[src/rtl/de10_periph_regs.sv]
`default_nettype none
// ============================================================================
// Module   : de10_periph_regs
// Purpose  : Memory-mapped peripheral register block for the DE10-Lite SoC.
//            Provides NUM_OUT output registers, a synchronised input port
//            with sticky rising-edge capture, a prescaled 32-bit timer with
//            compare match, and a combined registered interrupt line.
// Ports    : clk      - system clock, rising edge
//            rst      - asynchronous active-low reset
//            addr     - word address, low ADDR_LEN bits decoded
//            wr       - write strobe
//            idata    - write data
//            odata    - registered read data (1-cycle latency)
//            gpio_out - output registers, register k on [32k+31:32k]
//            gpio_in  - asynchronous external inputs
//            irq      - registered level interrupt
// Revision : 1.0 - initial release
// ============================================================================
module de10_periph_regs #(
   parameter int NUM_OUT  = 2,
   parameter int IN_W     = 8,
   parameter int ADDR_LEN = 22,
   parameter int PRESCALE = 1
) (
   input  logic                    clk,
   input  logic                    rst,
   input  logic [31:0]             addr,
   input  logic                    wr,
   input  logic [31:0]             idata,
   output logic [31:0]             odata,
   output logic [NUM_OUT*32-1:0]   gpio_out,
   input  logic [IN_W-1:0]         gpio_in,
   output logic                    irq
);

   // Register offsets following the output bank
   localparam logic [ADDR_LEN-1:0] c_A_IN    = ADDR_LEN'(NUM_OUT);
   localparam logic [ADDR_LEN-1:0] c_A_EDGE  = ADDR_LEN'(NUM_OUT + 1);
   localparam logic [ADDR_LEN-1:0] c_A_COUNT = ADDR_LEN'(NUM_OUT + 2);
   localparam logic [ADDR_LEN-1:0] c_A_CMP   = ADDR_LEN'(NUM_OUT + 3);
   localparam logic [ADDR_LEN-1:0] c_A_CTRL  = ADDR_LEN'(NUM_OUT + 4);
   localparam logic [ADDR_LEN-1:0] c_A_TSTAT = ADDR_LEN'(NUM_OUT + 5);
   localparam logic [15:0]         c_PS_MAX  = 16'(PRESCALE - 1);

   logic [ADDR_LEN-1:0] w_off;
   logic [31:0]         r_out [NUM_OUT];
   logic [IN_W-1:0]     r_sync1;
   logic [IN_W-1:0]     r_sync2;
   logic [IN_W-1:0]     r_prev;
   logic [IN_W-1:0]     r_edge;
   logic [IN_W-1:0]     w_rise;
   logic [IN_W-1:0]     w_edge_clr;
   logic [31:0]         r_count;
   logic [31:0]         r_cmp;
   logic [3:0]          r_ctrl;
   logic                r_tstat;
   logic [15:0]         r_presc;
   logic                w_tick;
   logic                w_match;
   logic                w_we_count;
   logic                w_tstat_clr;
   logic [31:0]         w_rdata;

   assign w_off = addr[ADDR_LEN-1:0];

   // Upper address bits are deliberately ignored
   generate
      if (ADDR_LEN < 32) begin : g_addr_hi
         logic w_unused_addr_hi;
         assign w_unused_addr_hi = ^addr[31:ADDR_LEN];
      end
   endgenerate

   generate
      for (genvar k = 0; k < NUM_OUT; k++) begin : g_out
         assign gpio_out[32*k +: 32] = r_out[k];
      end
   endgenerate

   // ------------------------------------------------------------------------
   // Output registers
   // ------------------------------------------------------------------------
   always_ff @(posedge clk or negedge rst) begin
      if (!rst) begin
         for (int k = 0; k < NUM_OUT; k++) r_out[k] <= '0;
      end else begin
         for (int k = 0; k < NUM_OUT; k++) begin
            if (wr && (w_off == ADDR_LEN'(k))) r_out[k] <= idata;
         end
      end
   end

   // ------------------------------------------------------------------------
   // Input path: two-flop synchroniser plus a delay flop for edge detection.
   // A simultaneous rise wins over a write-1-to-clear of the same bit.
   // ------------------------------------------------------------------------
   assign w_rise     = r_sync2 & ~r_prev;
   assign w_edge_clr = (wr && (w_off == c_A_EDGE)) ? idata[IN_W-1:0] : '0;

   always_ff @(posedge clk or negedge rst) begin
      if (!rst) begin
         r_sync1 <= '0;
         r_sync2 <= '0;
         r_prev  <= '0;
         r_edge  <= '0;
      end else begin
         r_sync1 <= gpio_in;
         r_sync2 <= r_sync1;
         r_prev  <= r_sync2;
         r_edge  <= (r_edge & ~w_edge_clr) | w_rise;
      end
   end

   // ------------------------------------------------------------------------
   // Timer. A COUNT write overrides the tick update and restarts the
   // prescaler; the match is still judged against the pre-write count.
   // ------------------------------------------------------------------------
   assign w_tick      = r_ctrl[0] && (r_presc == c_PS_MAX);
   assign w_match     = (r_count == r_cmp);
   assign w_we_count  = wr && (w_off == c_A_COUNT);
   assign w_tstat_clr = wr && (w_off == c_A_TSTAT) && idata[0];

   always_ff @(posedge clk or negedge rst) begin
      if (!rst) begin
         r_presc <= '0;
      end else if (w_we_count) begin
         r_presc <= '0;
      end else if (r_ctrl[0]) begin
         r_presc <= w_tick ? 16'd0 : r_presc + 16'd1;
      end
   end

   always_ff @(posedge clk or negedge rst) begin
      if (!rst) begin
         r_count <= '0;
      end else if (w_we_count) begin
         r_count <= idata;
      end else if (w_tick) begin
         r_count <= (w_match && r_ctrl[1]) ? 32'd0 : r_count + 32'd1;
      end
   end

   always_ff @(posedge clk or negedge rst) begin
      if (!rst) begin
         r_cmp   <= '0;
         r_ctrl  <= '0;
         r_tstat <= 1'b0;
      end else begin
         if (wr && (w_off == c_A_CMP))  r_cmp  <= idata;
         if (wr && (w_off == c_A_CTRL)) r_ctrl <= idata[3:0];
         r_tstat <= (r_tstat & ~w_tstat_clr) | (w_tick & w_match);
      end
   end

   // ------------------------------------------------------------------------
   // Read mux (sampled from pre-write state) and registered outputs
   // ------------------------------------------------------------------------
   always_comb begin
      w_rdata = '0;
      for (int k = 0; k < NUM_OUT; k++) begin
         if (w_off == ADDR_LEN'(k)) w_rdata = r_out[k];
      end
      if (w_off == c_A_IN)         w_rdata = 32'(r_sync2);
      else if (w_off == c_A_EDGE)  w_rdata = 32'(r_edge);
      else if (w_off == c_A_COUNT) w_rdata = r_count;
      else if (w_off == c_A_CMP)   w_rdata = r_cmp;
      else if (w_off == c_A_CTRL)  w_rdata = {28'd0, r_ctrl};
      else if (w_off == c_A_TSTAT) w_rdata = {31'd0, r_tstat};
   end

   always_ff @(posedge clk or negedge rst) begin
      if (!rst) begin
         odata <= '0;
         irq   <= 1'b0;
      end else begin
         odata <= w_rdata;
         irq   <= (r_ctrl[2] & r_tstat) | (r_ctrl[3] & (|r_edge));
      end
   end

endmodule
`default_nettype wire
[config.mk]
export PLATFORM = sky130hd
export DESIGN_NAME = de10_periph_regs
export DESIGN_NICKNAME = d
export VERILOG_FILES = /design/src/rtl/de10_periph_regs.sv
export SDC_FILE = /design/constraint.sdc
export NUM_CORES = 1
export LEC_CHECK = 0
export ABC_CLOCK_PERIOD_IN_PS = 2800
export CAP_MARGIN = 30
export CORE_UTILIZATION = 37
export DETAILED_ROUTE_END_ITERATION = 6
export GPL_ROUTABILITY_DRIVEN = 0
export MAX_ROUTING_LAYER = met4
export RECOVER_POWER = 50
export SETUP_SLACK_MARGIN = 0.15
export SYNTH_ARGS = -nofsm -noshare
export SYNTH_HDL_FRONTEND = slang
export SYNTH_SLANG_ARGS = --single-unit
[constraint.sdc]
create_clock -name clk -period 2.8 [get_ports clk]
set_input_delay 0.28 -clock clk [delete_from_list [all_inputs] [get_ports clk]]
set_output_delay 0.28 -clock clk [all_outputs]
set_load 0.01 [all_outputs]
==> results of run 1 <==
worst max path at each step:
stage                                           to  slack, ns  depth (start not counted)
after global routing      gpio_out[39]$_DFFE_PN0P_       0.19                          3
after CTS                  r_count[21]$_DFFE_PN0P_       0.40                          8
final                      r_count[27]$_DFFE_PN0P_       0.39                          6
after floorplan            gpio_out[0]$_DFFE_PN0P_       0.69                          8
after global placement    gpio_out[20]$_DFFE_PN0P_       0.12                          7
after detailed placement       odata[18]$_DFF_PN0_       0.08                          8
cell type report:
class                   count  area share (%)
inverters                  16           0.449
clock buffers              37            5.46
well taps                 372            3.48
repair buffers            212            15.3
flip-flops and latches    214            40.0
clock inverters             8           0.682
multi-input cells         663            34.6
repair_timing:
| item | in CTS | in global routing |
|---|---|---|
| hold endpoints to repair | 80 | 0 |
| hold buffers | 1 | 0 |
| gates resized for setup | 0 | 0 |
registers in the layout, summed over array words and instances, names as in the netlist:
register,cells
r_sync2,8
r_count,32
r_presc,16
r_edge,8
r_sync1,8
r_ctrl,4
r_prev,8
gpio_out,64
r_cmp,32
irq,1
odata,32
r_tstat,1
report_power, final:
group	switching, mW	internal, mW	leakage, nW
Clock	1.32	1.91	0.400
Sequential	0.00804	3.11	2.78
Combinational	0.171	0.117	2.65
per-stage QoR:
stage	utilization (%)	cells	setup WS [ns]	hold WS (ns)
5_1_grt	49.1	1522	0.186	0.288
4_1_cts	49.1	1521	0.401	0.157
2_1_floorplan	-	957	0.693	-0.0156
3_3_place_gp	46.1	1475	0.123	0.332
3_5_place_dp	46.1	1475	0.0761	0.336
6_report	49.1	1522	0.390	0.284
cell families after synthesis:
| logic type | synth area share [%] |
|---|---|
| AOI/OAI and AO/OA | 8.60 |
| xor gates and xnor gates | 5.41 |
| adders and majority gates | 0.362 |
| buffers and inverters | 3.77 |
| DFF | 51.7 |
| muxes | 13.7 |
| and+or+nand+nor | 16.5 |
cells in the final DEF, fill, tap and decap left out, types with 30 or more instances in the layout:
master	count
nor2_1	88
mux2_2	70
mux2_4	30
clkdlybuf4s50_1	127
dfrtp_1	214
o21ai_0	54
dlygate4sd3_1	32
xnor2_1	47
nor3_1	42
buf_4	43
nand2_1	89
layer usage:
| metal | vias to the layer above | GRT usage (%) |
|---|---|---|
| met1 | 3991 | 29.6 |
| met3 | 34 | 2.96 |
| met4 | 0 | 4.50 |
| li1 | 3763 | - |
| met5 | - | - |
| met2 | 235 | 31.8 |
==> results.sh, run 1 <==
export IMPL_status="finished, violations left"
export IMPL_violations="capacitance limit, slew limit"
export IMPL_worstReg2RegEnd="r_count[27]$_DFFE_PN0P_"
export IMPL_cts_buffers=25
export IMPL_ys_ff_latch=214
export IMPL_critical_path_top_delay_family="simple AND/OR/NAND/NOR gates"
export IMPL_dr_wl_met3_um=1500
export IMPL_worst_slew_pin_slew_ns=1.99
export IMPL_route_met2_wl_um=13000
export IMPL_drv_cap=1
export IMPL_nets=1210
export IMPL_grtUsageTotal_pct=20.9
export IMPL_synthFlopType="dfrtp_1"
export IMPL_syn_area_per_cell_um2=10.8
export IMPL_num_rows=60
export IMPL_multi_input_comb_area_um2=4630
export IMPL_dr_pass1_iters=4
export IMPL_synthArstFlopShare_pct=100
export IMPL_crit_type="register to register"
export IMPL_grt_max_degree=86
export IMPL_crit_fanout=9
export IMPL_core_area_um2=27300
export IMPL_ant_nets=0
export IMPL_rsz0062_at_grt="no"
export IMPL_post_synth_top_count_cell="dfrtp_1"
export IMPL_hold_violations=0
export IMPL_routed_wl_um=28500
export IMPL_synth_area_um2=10400
export IMPL_syn_inst=957
export IMPL_cts_setup_buffers=0
export IMPL_finalMaxSlewViolations=85
export IMPL_top_layer="met4"
export IMPL_regArea_um2=5360
export IMPL_ys_warnings_count=0
export IMPL_r2r_worst_path_cells=6
export IMPL_timing_fmax_mhz=415
export IMPL_hpwl_um=20000
export IMPL_post_route_min_period_ns=2.41
export IMPL_drt_iter0_drc=567
export IMPL_start_util_pct=38.0
export IMPL_avgViaCountPerCell=5.27
export IMPL_cts_sinks=214
export IMPL_placed_area_um2=12600
export IMPL_numPortBuffers=161
export IMPL_dr_total_vias=8023
export IMPL_crit_path_start="r_count[12]$_DFFE_PN0P_"
export IMPL_tritoncts="built"
export IMPL_cp_num_buf_inv=0
export IMPL_slowest_delay_ns=0.53
export IMPL_die_h_um=169
export IMPL_whs_path_depth=1
export IMPL_die_area_um2=28700
export IMPL_io_pins=172
export IMPL_worstSetupStartpointType="register"
export IMPL_clock_skew_ns=0.0293
export IMPL_drive_above_1_share_pct=18.0
export IMPL_wirelength_met1_um=13500
export IMPL_worstSkewPairLatency_ns=0.55
export IMPL_fin_area_um2=13400
export IMPL_synthToLayoutAreaGrowth_pct=29.1
export IMPL_setup_viol_count_final=0
export IMPL_min_to="r_sync1[5]$_DFF_PN0_"
export IMPL_yosysTopAreaCell="dfrtp_1"
export IMPL_peakVddDrop_uv=359
export IMPL_fill_cells=2510
export IMPL_path_cells="and4_1, and4_1, nand3_1, or4_1, a31oi_1, a31oi_1"
export IMPL_rrSetupSlack_ns=0.39
export IMPL_antenna_cells=0
export IMPL_ys_top_cells_by_area="dfrtp_1 52%, mux2_2 7.6%, mux2_4 4.3%, xnor2_1 4.0%, nand2_1 3.2%"
export IMPL_fin_setup_tns_ns=0
export IMPL_hp_class="input pin to register"
export IMPL_path_clk_slew_ns=0.06
export IMPL_grt_pass1_vias=7998
export IMPL_cp_required_ns=3.19
export IMPL_cts_root_buffer="clkbuf_16"
export IMPL_power_density_nw_per_um2=496
export IMPL_holdCritStartpoint="gpio_in[5]"
export IMPL_synth_fp_nets=1035
export IMPL_clk_path_buf_depth=3
export IMPL_regToRegStartpoint="r_count[12]$_DFFE_PN0P_"
export IMPL_ys_seq_area_share_pct=51.7
export IMPL_fin_crit_sh_pct=86.1
export IMPL_cp_slowest_cell="or4_1"
export IMPL_wl_per_cell_um=18.7
export IMPL_fp_dieW_um=169
export IMPL_grt_ovfl_total=0
export IMPL_synthTopCellsByCount="214 x dfrtp_1, 89 x nand2_1, 89 x nor2_1"
export IMPL_yosysTopAreaCellShare_pct=51.7
export IMPL_cp_arrival_ns=2.80
export IMPL_maxSlewHeadroom_pct=-32.9
export IMPL_htreeDepth=1
export IMPL_power_leakage_nw=5.83
export IMPL_grt_pass1_wl_um=45700
export IMPL_antenna_found_initial=0
export IMPL_power_mw=6.63
export IMPL_synth_edf_count=0
export IMPL_synthDistinctLibCells=56
export IMPL_drc_errors=0
export IMPL_critPathCaptureType="register"
Note: power is estimated with default switching activity, not from simulation.
==> run 2, diff against run 1 <==
- CAP_MARGIN: 30 -> not set
- DONT_BUFFER_PORTS: not set -> 1
==> run 2 against run 1 <==
- worst setup slack better by 0.046 ns
- flip-flop and latch count unchanged
- via count down 6.5%
- clock power down 4%
- clock skew down 0.022 ns
- first-iteration DRC count up 13%
- worst hold slack worse by 0.80 ns
- the flow finishes with violations (hold timing)
- count of clock-buffer cells in the layout down 4
- largest power group is now sequential cells
==> results.sh, run 2 (synthesis gave the netlist of run 1 again) <==
export IMPL_status="finished, violations left"
export IMPL_violations="hold timing"
export IMPL_setup_viol_count_final=0
export IMPL_clock_skew_ns=0.00708
export IMPL_cts_hold_fix_buffers=42
export IMPL_final_cell_mix="214 x dfrtp_1, 89 x nand2_1, 88 x nor2_1"
export IMPL_grt_ovfl_total=0
export IMPL_cts_resized=0
export IMPL_crit_type="register to register"
export IMPL_routed_wl_um=28300
export IMPL_start_util_pct=38.0
export IMPL_instances_no_fill=1383
export IMPL_power_density_nw_per_um2=531
export IMPL_grt_pass1_vias=7431
export IMPL_avgViaCountPerCell=5.42
export IMPL_power_leakage_nw=5.23
export IMPL_crit_fanout=8
export IMPL_fin_area_um2=12000
export IMPL_drc_errors=0
export IMPL_switching_power_mw=1.34
export IMPL_cp_required_ns=3.23
export IMPL_cts_buffers=25
export IMPL_rsz0062_at_grt="no"
export IMPL_worstSetupStartpointType="register"
export IMPL_largest_register_ff_count=64
export IMPL_nets=1072
export IMPL_internal_power_mw=5.03
export IMPL_swShare_pct=21.0
export IMPL_fp_dieW_um=169
export IMPL_hold_violations=214
export IMPL_ant_nets=0
export IMPL_post_route_min_period_ns=2.36
export IMPL_multi_input_comb_area_um2=4630
export IMPL_dr_pass1_iters=5
export IMPL_holdWs_ns=-0.516
export IMPL_clk_path_buf_depth=3
export IMPL_final_common_cell="dfrtp_1"
export IMPL_peakVddDrop_uv=419
export IMPL_numPortBuffers=0
export IMPL_dp_cells=1297
export IMPL_core_area_um2=27300
export IMPL_cp_arrival_ns=2.80
export IMPL_maxSlewHeadroom_pct=26.3
export IMPL_htreeDepth=1
export IMPL_cts_setup_buffers=0
export IMPL_tritoncts="built"
export IMPL_fin_crit_sh_pct=84.4
export IMPL_die_h_um=169
export IMPL_pwr_share_comb_pct=2.1
export IMPL_synthToLayoutAreaGrowth_pct=15.6
export IMPL_path_clk_slew_ns=0.06
export IMPL_num_rows=60
export IMPL_grt_max_degree=215
export IMPL_regArea_um2=5360
export IMPL_cts_sinks=214
export IMPL_fill_cells=2583
export IMPL_clock_power_share_pct=48.9
export IMPL_timing_fmax_mhz=423
export IMPL_grtUsageTotal_pct=20.6
export IMPL_io_pins=172
export IMPL_pwr_share_seq_pct=49.0
export IMPL_fin_setup_tns_ns=0
export IMPL_worst_slew_pin_slew_ns=1.10
export IMPL_drv_cap=0
export IMPL_hpwl_um=18800
export IMPL_grt_pass1_wl_um=44700
export IMPL_worstSkewPairLatency_ns=0.51
export IMPL_dr_total_vias=7501
export IMPL_die_area_um2=28700
export IMPL_placed_area_um2=10800
export IMPL_cts_root_buffer="clkbuf_16"
export IMPL_wl_per_cell_um=20.5
export IMPL_critPathCaptureType="register"
export IMPL_hp_class="input pin to asynchronous set/reset pin"
export IMPL_rrSetupSlack_ns=0.44
export IMPL_drt_iter0_drc=641
export IMPL_finalMaxSlewViolations=0
export IMPL_antenna_found_initial=2
export IMPL_drive_above_1_share_pct=18.4
-- run 2: changes by cell type in the layout (fill, tap and decap cells not counted), sizes merged --
cell,before,now
buf,52,32
dlygate4sd3,32,42
inv,17,16
clkinv,4,8
clkinvlp,2,0
diode,0,2
clkbuf,38,33
clkdlybuf4s50,127,0
-- run 2: metal layers --
metal / vias to the layer above / wire [µm] / track usage, %
met5: - / 0 / -
met4: 0 / 667 / 5.05
met2: 242 / 12700 / 30.8
met1: 3738 / 12900 / 28.3
li1: 3481 / - / -
met3: 40 / 1930 / 4.55
-- run 2: final timing paths --
kind                                         from                     end  cells after the start
hold / removal                                rst    r_sync1[0]$_DFF_PN0_                      0
min in group clk                          addr[0]      odata[4]$_DFF_PN0_                      2
setup reg to reg           r_presc[0]$_DFFE_PN0P_  r_count[7]$_DFFE_PN0P_                      9
setup / recovery           r_presc[0]$_DFFE_PN0P_  r_count[7]$_DFFE_PN0P_                      9
max in group asynchronous                     rst    r_cmp[9]$_DFFE_PN0P_                      0
hold reg to reg              r_sync1[3]$_DFF_PN0_    r_sync2[3]$_DFF_PN0_                      0
-- run 2: layout make-up --
| class | instances | share of cell area (%) |
|---|---|---|
| timing repair buffer | 74 | 5.72 |
| clock buffer | 33 | 5.89 |
| clock inverter | 9 | 0.616 |
| multi-input combinational | 663 | 38.6 |
| inverter | 16 | 0.501 |
| sequential | 214 | 44.7 |
| tap | 372 | 3.89 |
| antenna | 2 | 0.0418 |
-- run 2: worst max-delay path, cell delays in order (launching register included) --
cell and delay [ns]:
dfrtp_1 0.41, inv_1 0.10, ha_1 0.16, nor4b_1 0.31, nand4_1 0.34, o21ai_1 0.29
buf_4 0.23, nand4_1 0.13, xor2_1 0.17, o21ai_0 0.15
-- run 2: power by group through the flow --
stage	Sequential [mW]	Combinational [mW]	Clock, mW
3_5_place_dp	3.17	0.0569	0
3_3_place_gp	3.17	0.0556	0
5_1_grt	3.12	0.148	3.32
2_1_floorplan	3.17	0.0774	0
6_report	3.12	0.135	3.11
4_1_cts	3.12	0.135	3.19
-- run 2: per-stage QoR --
stage          total power, mW  hold WS (ns)  utilization (%)  worst slack [ns]
3_5_place_dp              3.23      -0.00350             39.5             0.349
2_1_floorplan             3.25       -0.0156                -             0.693
5_1_grt                   6.59        -0.548             44.0             0.256
6_report                  6.37        -0.516             44.0             0.436
4_1_cts                   6.45        -0.551             43.9             0.438
3_3_place_gp              3.23      -0.00622             39.5             0.371
